==> config.mk <==
export PLATFORM = sky130hd
export DESIGN_NAME = cmp_sort_ctrl
export DESIGN_NICKNAME = d
export VERILOG_FILES = /design/src/rtl/cmp_sort_pkg.sv /design/src/rtl/cmp_unit.sv /design/src/rtl/cmp_sort_ctrl.sv
export SDC_FILE = /design/constraint.sdc
export NUM_CORES = 1
export LEC_CHECK = 0
export CAP_MARGIN = 20
export CORE_MARGIN = 2
export CORE_UTILIZATION = 40
export DETAILED_ROUTE_END_ITERATION = 16
export HOLD_SLACK_MARGIN = 0.05
export PLACE_DENSITY_LB_ADDON = 0.25
export SLEW_MARGIN = 0
export SYNTH_ARGS = -nofsm -noshare
export SYNTH_HDL_FRONTEND = slang
export SYNTH_SLANG_ARGS = --single-unit
==> constraint.sdc <==
create_clock -name clk -period 5 [get_ports clk]
set_clock_uncertainty 0.2 [all_clocks]
set_input_delay 0.5 -clock clk [delete_from_list [all_inputs] [get_ports clk]]
set_output_delay 0.5 -clock clk [all_outputs]
set_load 0.01 [all_outputs]
==> src/rtl/cmp_sort_pkg.sv <==
// cmp_sort_pkg: shared definitions for the cmp_sort_ctrl bubble-sort block.
//   state_e      : controller state encoding (load, sort, drain)
//   DefaultN     : default batch size in words
//   DefaultDataW : default word width in bits
//   clog2()      : index width for a given word count (never less than 1)
package cmp_sort_pkg;

  localparam int unsigned DefaultN     = 8;
  localparam int unsigned DefaultDataW = 4;

  typedef enum logic [1:0] {
    StLoad  = 2'd0,
    StSort  = 2'd1,
    StDrain = 2'd2
  } state_e;

  // Bits needed to address 0..value-1; a single-entry space still gets one bit.
  function automatic int unsigned clog2(input int unsigned value);
    int unsigned result;
    result = 1;
    for (int i = 1; i < 32; i++) begin
      if ((32'd1 << i) < value) begin
        result = i + 1;
      end
    end
    return result;
  endfunction

endpackage

==> src/rtl/cmp_unit.sv <==
// cmp_unit: combinational unsigned magnitude comparator.
//   a, b : DATA_W-bit unsigned operands
//   g    : a >  b
//   e    : a == b
//   l    : a <  b
// Exactly one of g/e/l is high for any pair of known operands.
module cmp_unit #(
  parameter int unsigned DATA_W = 4
) (
  input  logic [DATA_W-1:0] a,
  input  logic [DATA_W-1:0] b,
  output logic              g,
  output logic              e,
  output logic              l
);

  always_comb begin
    g = (a > b);
    e = (a == b);
    l = (a < b);
  end

endmodule

==> src/rtl/cmp_sort_ctrl.sv <==
// cmp_sort_ctrl: loads N unsigned words, bubble-sorts them in place with one
// shared comparator (one compare per cycle), then streams them out ascending.
//   clk, rst_n          : rising-edge clock, asynchronous active-low reset
//   in_valid/in_ready   : load handshake, in_data is the word (LOAD only)
//   out_valid/out_ready : drain handshake, out_data is the sorted word
//   out_last            : marks the final word of the batch
//   busy                : high while sorting or draining
// Build option CMP_SORT_EARLY_EXIT_EN: stop sorting after the first pass that
// performs no swap. Without it all N-1 passes always run (N(N-1)/2 cycles).
module cmp_sort_ctrl
  import cmp_sort_pkg::*;
#(
  parameter int unsigned N      = DefaultN,
  parameter int unsigned DATA_W = DefaultDataW
) (
  input  logic              clk,
  input  logic              rst_n,
  input  logic              in_valid,
  output logic              in_ready,
  input  logic [DATA_W-1:0] in_data,
  output logic              out_valid,
  input  logic              out_ready,
  output logic [DATA_W-1:0] out_data,
  output logic              out_last,
  output logic              busy
);

  localparam int unsigned     IdxW     = clog2(N);
  localparam logic [IdxW-1:0] LastIdx  = IdxW'(N - 1);
  localparam logic [IdxW-1:0] LastPass = IdxW'(N - 2);

  state_e            state_q;
  logic [IdxW-1:0]   wr_idx_q;
  logic [IdxW-1:0]   rd_idx_q;
  logic [IdxW-1:0]   idx_q;
  logic [IdxW-1:0]   pass_q;
  logic              in_ready_q;
  logic              out_valid_q;
  logic              out_last_q;
  logic              busy_q;
  logic [DATA_W-1:0] out_data_q;

  // Batch storage; contents are meaningless until a full batch is loaded.
  logic [DATA_W-1:0] mem_q [N];

`ifdef CMP_SORT_EARLY_EXIT_EN
  logic swapped_q;
`endif

  logic [IdxW-1:0]   idx_plus1;
  logic [IdxW-1:0]   rd_plus1;
  logic [DATA_W-1:0] cmp_a;
  logic [DATA_W-1:0] cmp_b;
  logic              cmp_g;
  logic              cmp_e;
  logic              cmp_l;
  logic              load_fire;
  logic              out_fire;
  logic              swap_en;
  logic              pass_end;
  logic              last_pass;
  logic              sort_done;
  logic [DATA_W-1:0] head_nxt;

  cmp_unit #(
    .DATA_W (DATA_W)
  ) u_cmp_unit (
    .a (cmp_a),
    .b (cmp_b),
    .g (cmp_g),
    .e (cmp_e),
    .l (cmp_l)
  );

  always_comb begin
    idx_plus1 = idx_q + 1'b1;
    rd_plus1  = rd_idx_q + 1'b1;
    cmp_a     = mem_q[idx_q];
    cmp_b     = mem_q[idx_plus1];
    load_fire = in_valid && in_ready_q;
    out_fire  = out_valid_q && out_ready;
    // Only a strict greater-than swaps, so equal words keep load order.
    swap_en   = (state_q == StSort) && cmp_g && !(cmp_e || cmp_l);
    pass_end  = (idx_q == (LastPass - pass_q));
    last_pass = (pass_q == LastPass);
`ifdef CMP_SORT_EARLY_EXIT_EN
    sort_done = pass_end && (last_pass || !(swapped_q || swap_en));
`else
    sort_done = pass_end && last_pass;
`endif
    // Word 0 as it will be after this edge, so DRAIN can present it at once.
    head_nxt  = (swap_en && (idx_q == '0)) ? cmp_b : mem_q[0];
  end

  // Storage has no reset: a new batch always overwrites every entry first.
  always_ff @(posedge clk) begin
    if (load_fire) begin
      mem_q[wr_idx_q] <= in_data;
    end else if (swap_en) begin
      mem_q[idx_q]     <= cmp_b;
      mem_q[idx_plus1] <= cmp_a;
    end
  end

  always_ff @(posedge clk or negedge rst_n) begin
    if (!rst_n) begin
      state_q     <= StLoad;
      wr_idx_q    <= '0;
      rd_idx_q    <= '0;
      idx_q       <= '0;
      pass_q      <= '0;
      in_ready_q  <= 1'b1;
      out_valid_q <= 1'b0;
      out_last_q  <= 1'b0;
      busy_q      <= 1'b0;
      out_data_q  <= '0;
`ifdef CMP_SORT_EARLY_EXIT_EN
      swapped_q   <= 1'b0;
`endif
    end else begin
      case (state_q)
        StLoad: begin
          if (load_fire) begin
            if (wr_idx_q == LastIdx) begin
              state_q    <= StSort;
              wr_idx_q   <= '0;
              idx_q      <= '0;
              pass_q     <= '0;
              in_ready_q <= 1'b0;
              busy_q     <= 1'b1;
`ifdef CMP_SORT_EARLY_EXIT_EN
              swapped_q  <= 1'b0;
`endif
            end else begin
              wr_idx_q <= wr_idx_q + 1'b1;
            end
          end
        end

        StSort: begin
          if (sort_done) begin
            state_q     <= StDrain;
            idx_q       <= '0;
            pass_q      <= '0;
            rd_idx_q    <= '0;
            out_valid_q <= 1'b1;
            out_last_q  <= 1'b0;
            out_data_q  <= head_nxt;
          end else if (pass_end) begin
            idx_q  <= '0;
            pass_q <= pass_q + 1'b1;
          end else begin
            idx_q <= idx_plus1;
          end
`ifdef CMP_SORT_EARLY_EXIT_EN
          if (pass_end) begin
            swapped_q <= 1'b0;
          end else if (swap_en) begin
            swapped_q <= 1'b1;
          end
`endif
        end

        StDrain: begin
          if (out_fire) begin
            if (rd_idx_q == LastIdx) begin
              state_q     <= StLoad;
              rd_idx_q    <= '0;
              out_valid_q <= 1'b0;
              out_last_q  <= 1'b0;
              out_data_q  <= '0;
              busy_q      <= 1'b0;
              in_ready_q  <= 1'b1;
            end else begin
              rd_idx_q   <= rd_plus1;
              out_data_q <= mem_q[rd_plus1];
              out_last_q <= (rd_plus1 == LastIdx);
            end
          end
        end

        default: begin
          state_q     <= StLoad;
          in_ready_q  <= 1'b1;
          out_valid_q <= 1'b0;
          out_last_q  <= 1'b0;
          busy_q      <= 1'b0;
        end
      endcase
    end
  end

  always_comb begin
    in_ready  = in_ready_q;
    out_valid = out_valid_q;
    out_data  = out_data_q;
    out_last  = out_last_q;
    busy      = busy_q;
  end

endmodule

---- Yosys cells after proc, flatten, opt, wreduce, memory -nomap -nowiden ----
Memory sizes are Yosys's and may differ from the RTL's.
Index checks and enable logic that the tools add are counted.
storage, ports and cells
  bits in registers ....................... 22
  memory bits (writable) .................. 32
  input bits .............................. 8
  output and inout bits ................... 8
  logic and storage cells ................. 103
  memories kept ........................... 1
cells by class
  add/sub/neg operators ................... 5
  $lt $le $gt $ge ......................... 2
  equal/unequal tests ..................... 14
  muxes and demuxes ....................... 48
  bitwise logic cells ..................... 2
  reductions and logical operators ........ 21
memories
  memory  words  bits a word  rd ports  clocked after Yosys merged registers in  write ports  line                 RTL
  mem_q   8      4            4         0                                        2            cmp_sort_ctrl.sv:44  logic [DATA_W-1:0] mem_q [N];
operators by type and width
  operator                                                        number
  3-bit two-way mux                                               11
  4-bit two-way mux                                               5
  1-bit two-way mux                                               18
  3-bit case mux with 2 select lines                              3
  3-bit by 1-bit adder with 3-bit output (second input constant)  4
  3-bit == test (second input constant)                           4
  1-bit case mux with 3 select lines                              4
  2-bit two-way mux                                               5
  2-bit != test (second input constant)                           5
  5-bit AND reduction                                             2
  3-bit AND reduction                                             3
  4-bit case mux with 2 select lines                              1
  4-bit AND reduction                                             2
  1-bit logical AND                                               6
  2-bit case mux with 3 select lines                              1
  4-bit == test                                                   1
  4-bit greater-than comparator                                   1
  4-bit less-than comparator                                      1
  2-bit nonzero test                                              2
  4-bit OR reduction                                              1
  3-bit == test                                                   1
  3-bit zero test                                                 1
  3-bit != test (second input constant)                           1
  3-bit subtractor (first input constant)                         1
  other kinds (7)                                                 8

---- Logic depth before layout (Yosys ltp) ----
An unclocked memory read counts as a cell.
  depth in word-level cells ............... 11
  gate-level depth with buffers ........... 15
  gate-level depth less buffers ........... 11

---- Hierarchy ----
A second synthesis with hierarchy kept.
second synthesis, totals
  cell total of the unflattened synthesis .. 378
  area, all modules ....................... 3,990.1 um^2
by module, submodules not included
  module         times used  cells each  area each (um^2)  seq. area each (um^2)
  cmp_sort_ctrl  1           362         3,861.2           1,512.7
  cmp_unit       1           16          128.9             0.0

---- Least setup slack after synthesis ----
OpenSTA, ideal clock, no wires.
  path type ............................... register -> register
  start point ............................. register idx_q[1]
  end point ............................... memory mem_q[4][0], enable pin
  setup time .............................. 0.338 ns
  arrival ................................. 3.567 ns
  data required time ...................... 4.462 ns
  slack ................................... 0.896 ns
  cell stages (with the launch flop) ...... 15
  path buffers ............................ 4
  clock period less this slack ............ 4.104 ns
  cell sequence ........................... dfrtp_1 > clkbuf_1 > clkbuf_1 > inv_1 > ha_1 > buf_1 > mux2_4 > inv_1 > ha_1 > nor2b_1 > o211a_1 > o2111ai_1 > buf_2 > mux2i_1 > o21bai_1
RTL lines
  item                    line                  RTL
  from (decl)             cmp_sort_ctrl.sv:35   logic [IdxW-1:0] idx_q;
  from (signal assigned)  cmp_sort_ctrl.sv:153  idx_q <= idx_plus1;
  to (decl)               cmp_sort_ctrl.sv:44

==> impl_metrics.ini <==
[timing]
min_period_over_period = 0.855
achievable-frequency_mhz = 234
setup_viol = 0
unrepaired_setup_endpoints_after_global_routing = no
timing.max_slew.rel_slack = 0.409
totalNegativeSetupSlack_ns = 0
worst_slew_pin_slew_ns = 0.880
final_period_minus_worst_setup_slack_ns = 4.28
final-max-slew-violation-count = 0
hold_viol = 0

[clocking]
tritoncts_clock_tree = done
cts-hold-fix-buffers = 0
clk_latency_ns = 0.32
clock_path_buffers = 2
resized_gates_after_cts = 0
ctsRootBufferMaster = sky130_fd_sc_hd__clkbuf_8
cts.sinks = 54
post-cts-setup-buffers = 0
clkSlewWorstSetupHoldPaths_ns = 0.12
htree_levels = 2
cts_buffer_count = 5

[logic_synthesis]
cell_with_the_most_instances_after_synthesis = sky130_fd_sc_hd__mux2i_1
synth.lib_cells_used.distinct = 53
synthesis.area_um2 = 3820
cell_taking_the_most_area_after_synthesis = sky130_fd_sc_hd__edfxtp_1
synth.area.top_cells = sky130_fd_sc_hd__edfxtp_1 25%, sky130_fd_sc_hd__dfrtp_1 14%, sky130_fd_sc_hd__mux2i_1 12%
synth.yosys.seq_area_share = 0.395
synth_top_area_share = 0.251
synth-seq-cells = 54
synth_enable_flop_cells = 32
synthesis.nets = 329
ys_async_sr_fraction = 0.407
syn_inst = 307
ys_top_cells_by_count = 47 x sky130_fd_sc_hd__mux2i_1, 32 x sky130_fd_sc_hd__edfxtp_1, 22 x sky130_fd_sc_hd__nand2_1
postSynthAreaPerCell_um2 = 12.5
synth_warn = 0
synthFlopType = sky130_fd_sc_hd__edfxtp_1

[routing]
routedWlPerCell_um = 20.8
detailedRoute.firstPassIterationCount = 4
drcViolationCount = 0
met2_length_um = 4420
top_layer_used = met4
postRouteWirelength_um = 9370
antenna_left = 0
route.vias.total = 2629
avgViaCountPerCell = 5.84
initial_drc_count = 269
wl_met1_um = 4110
wl_met3_um = 629

[placement]
dp.final_hpwl_um = 7010
place_congestion = 0.958
post-place-cells = 440
placement.io_buffers = 15
placed_area_um2 = 4100

[cells_and_area]
post_route_cells_drive_above_1_share = 0.184
areaGrowthSynthToFinish_pct = 10.2
antenna_cells = 0
num-nets-final = 342
fillerInstances = 848
finish.cell_count_without_fillers = 450
stdcell_area_um2 = 4220

[global_route]
grt-ovfl-total = 0
global_route_wire_length_before_repair_um = 14900
grt.total_usage = 0.193
first_global_vias = 2562
antenna_found_initial = 0
grt_max_degree = 23

[run_status]
run_status = completed

[floorplanning]
design.portCount = 16
core.rowCount = 35
die-width_um = 102
die_y_um = 102
floorplan.initialDensity = 0.414
dieArea_um2 = 10400
core_um2 = 9240

[power_and_ir_drop]
worst_ir_drop_vdd_v = 0.0000978
power.leakage_nw = 1.64
power_frac_clock = 0.359
power.internal_mw = 0.590
p_sw_frac = 0.242
power_frac_seq = 0.607
power-per-cell-area_nw_per_um2 = 184
power_switching_mw = 0.188
combinationalPowerShare = 0.034

[critical_path]
required_ns = 4.78
critPathLaunchType = flop
critPathKind = reg -> reg
cp_data_arrival_time_ns = 4.06
largest_fanout_on_the_critical_path = 12
sort_of_element_at_the_end_of_the_critical_path = flop

[worst_hold_path]
worstHoldPathType = in -> async

[flow_run]
drv.max_cap_violation_count = 0
==> cell families after synthesis <==
kind of cell / after synthesis / synth area share
buffers and inverters: 34 / 0.0422
AOI/OAI and AO/OA: 48 / 0.0880
xor gates and xnor gates: 6 / 0.0213
adders and majority gates: 14 / 0.0458
DFF: 54 / 0.395
muxes: 81 / 0.308
and+or+nand+nor: 70 / 0.0991
==> state kept, by name, indices dropped and copies added, names as in the netlist <==
register   cells
out_last       1
out_valid      1
in_ready       1
mem_q         32
wr_idx_q       3
rd_idx_q       3
out_data       4
idx_q          3
pass_q         3
busy           1
state_q        2
==> through the flow <==
step | worst slack, ns | util | power, mW | hold WS [ns]
after floorplan | 0.896 | - | 0.492 | 0.00441
after global placement | 0.801 | 0.443 | 0.507 | 0.272
after detailed placement | 0.787 | 0.443 | 0.507 | 0.280
after CTS | 0.747 | 0.454 | 0.779 | 0.306
after global routing | 0.489 | 0.456 | 0.796 | 0.195
final | 0.723 | 0.456 | 0.778 | 0.183
==> power groups by stage <==
stage               registers (mW)  clock network [mW]  logic [mW]
finish                       0.472               0.279      0.0263
global route                 0.472               0.295      0.0289
CTS                          0.472               0.282      0.0254
detailed placement           0.482                   0      0.0252
global placement             0.482                   0      0.0252
floorplan                    0.482                   0      0.0102
==> critical path, stage by stage, from the launching register on <==
cell                        delay [ns]
sky130_fd_sc_hd__dfrtp_1          0.40
sky130_fd_sc_hd__ha_1             0.29
sky130_fd_sc_hd__xor2_2           0.45
sky130_fd_sc_hd__mux4_2           0.39
sky130_fd_sc_hd__mux2_4           0.31
sky130_fd_sc_hd__inv_1            0.06
sky130_fd_sc_hd__ha_1             0.13
sky130_fd_sc_hd__nor2b_1          0.15
sky130_fd_sc_hd__o211a_1          0.19
sky130_fd_sc_hd__o2111ai_1        0.13
sky130_fd_sc_hd__buf_4            0.22
sky130_fd_sc_hd__nor4_2           0.67
sky130_fd_sc_hd__o21bai_1         0.34
==> cell usage in the layout, fill, tap and decap left out, types with 9 or more instances in the layout <==
master / instances
sky130_fd_sc_hd__ha_1: 14
sky130_fd_sc_hd__nand2_1: 22
sky130_fd_sc_hd__inv_1: 14
sky130_fd_sc_hd__mux2i_1: 47
sky130_fd_sc_hd__nor2_1: 14
sky130_fd_sc_hd__dfrtp_1: 21
sky130_fd_sc_hd__edfxtp_1: 32
sky130_fd_sc_hd__mux4_2: 17
sky130_fd_sc_hd__buf_4: 9
sky130_fd_sc_hd__clkdlybuf4s50_1: 15
==> routing by layer <==
metal	vias up	track usage
li1	1198	-
met1	1316	0.265
met2	98	0.307
met3	17	0.0449
met4	0	0.0541
met5	-	0
==> layout make-up <==
type,instances,area [um^2],area share
multi-input combinational,219,2150,0.510
sequential,54,1510,0.359
timing repair buffer,25,233,0.0552
tap,129,161,0.0383
clock buffer,5,68.8,0.0163
inverter,15,61.3,0.0145
clock inverter,3,28.8,0.00682
==> worst paths after layout <==
check | cells after the start | to | startpoint | slack [ns]
max in group asynchronous | 2 | in_ready | rst_n | 3.96
worst min register to register | 2 | rd_idx_q[2] | rd_idx_q[2] | 0.30
worst max-delay path | 12 | mem_q[5][2] | idx_q[0] | 0.72
worst max register to register | 12 | mem_q[5][2] | idx_q[0] | 0.72
worst min-delay path | 1 | wr_idx_q[2] | rst_n | 0.18
min in group clk | 2 | rd_idx_q[2] | rd_idx_q[2] | 0.30
Power figures use the tool's default switching activity.
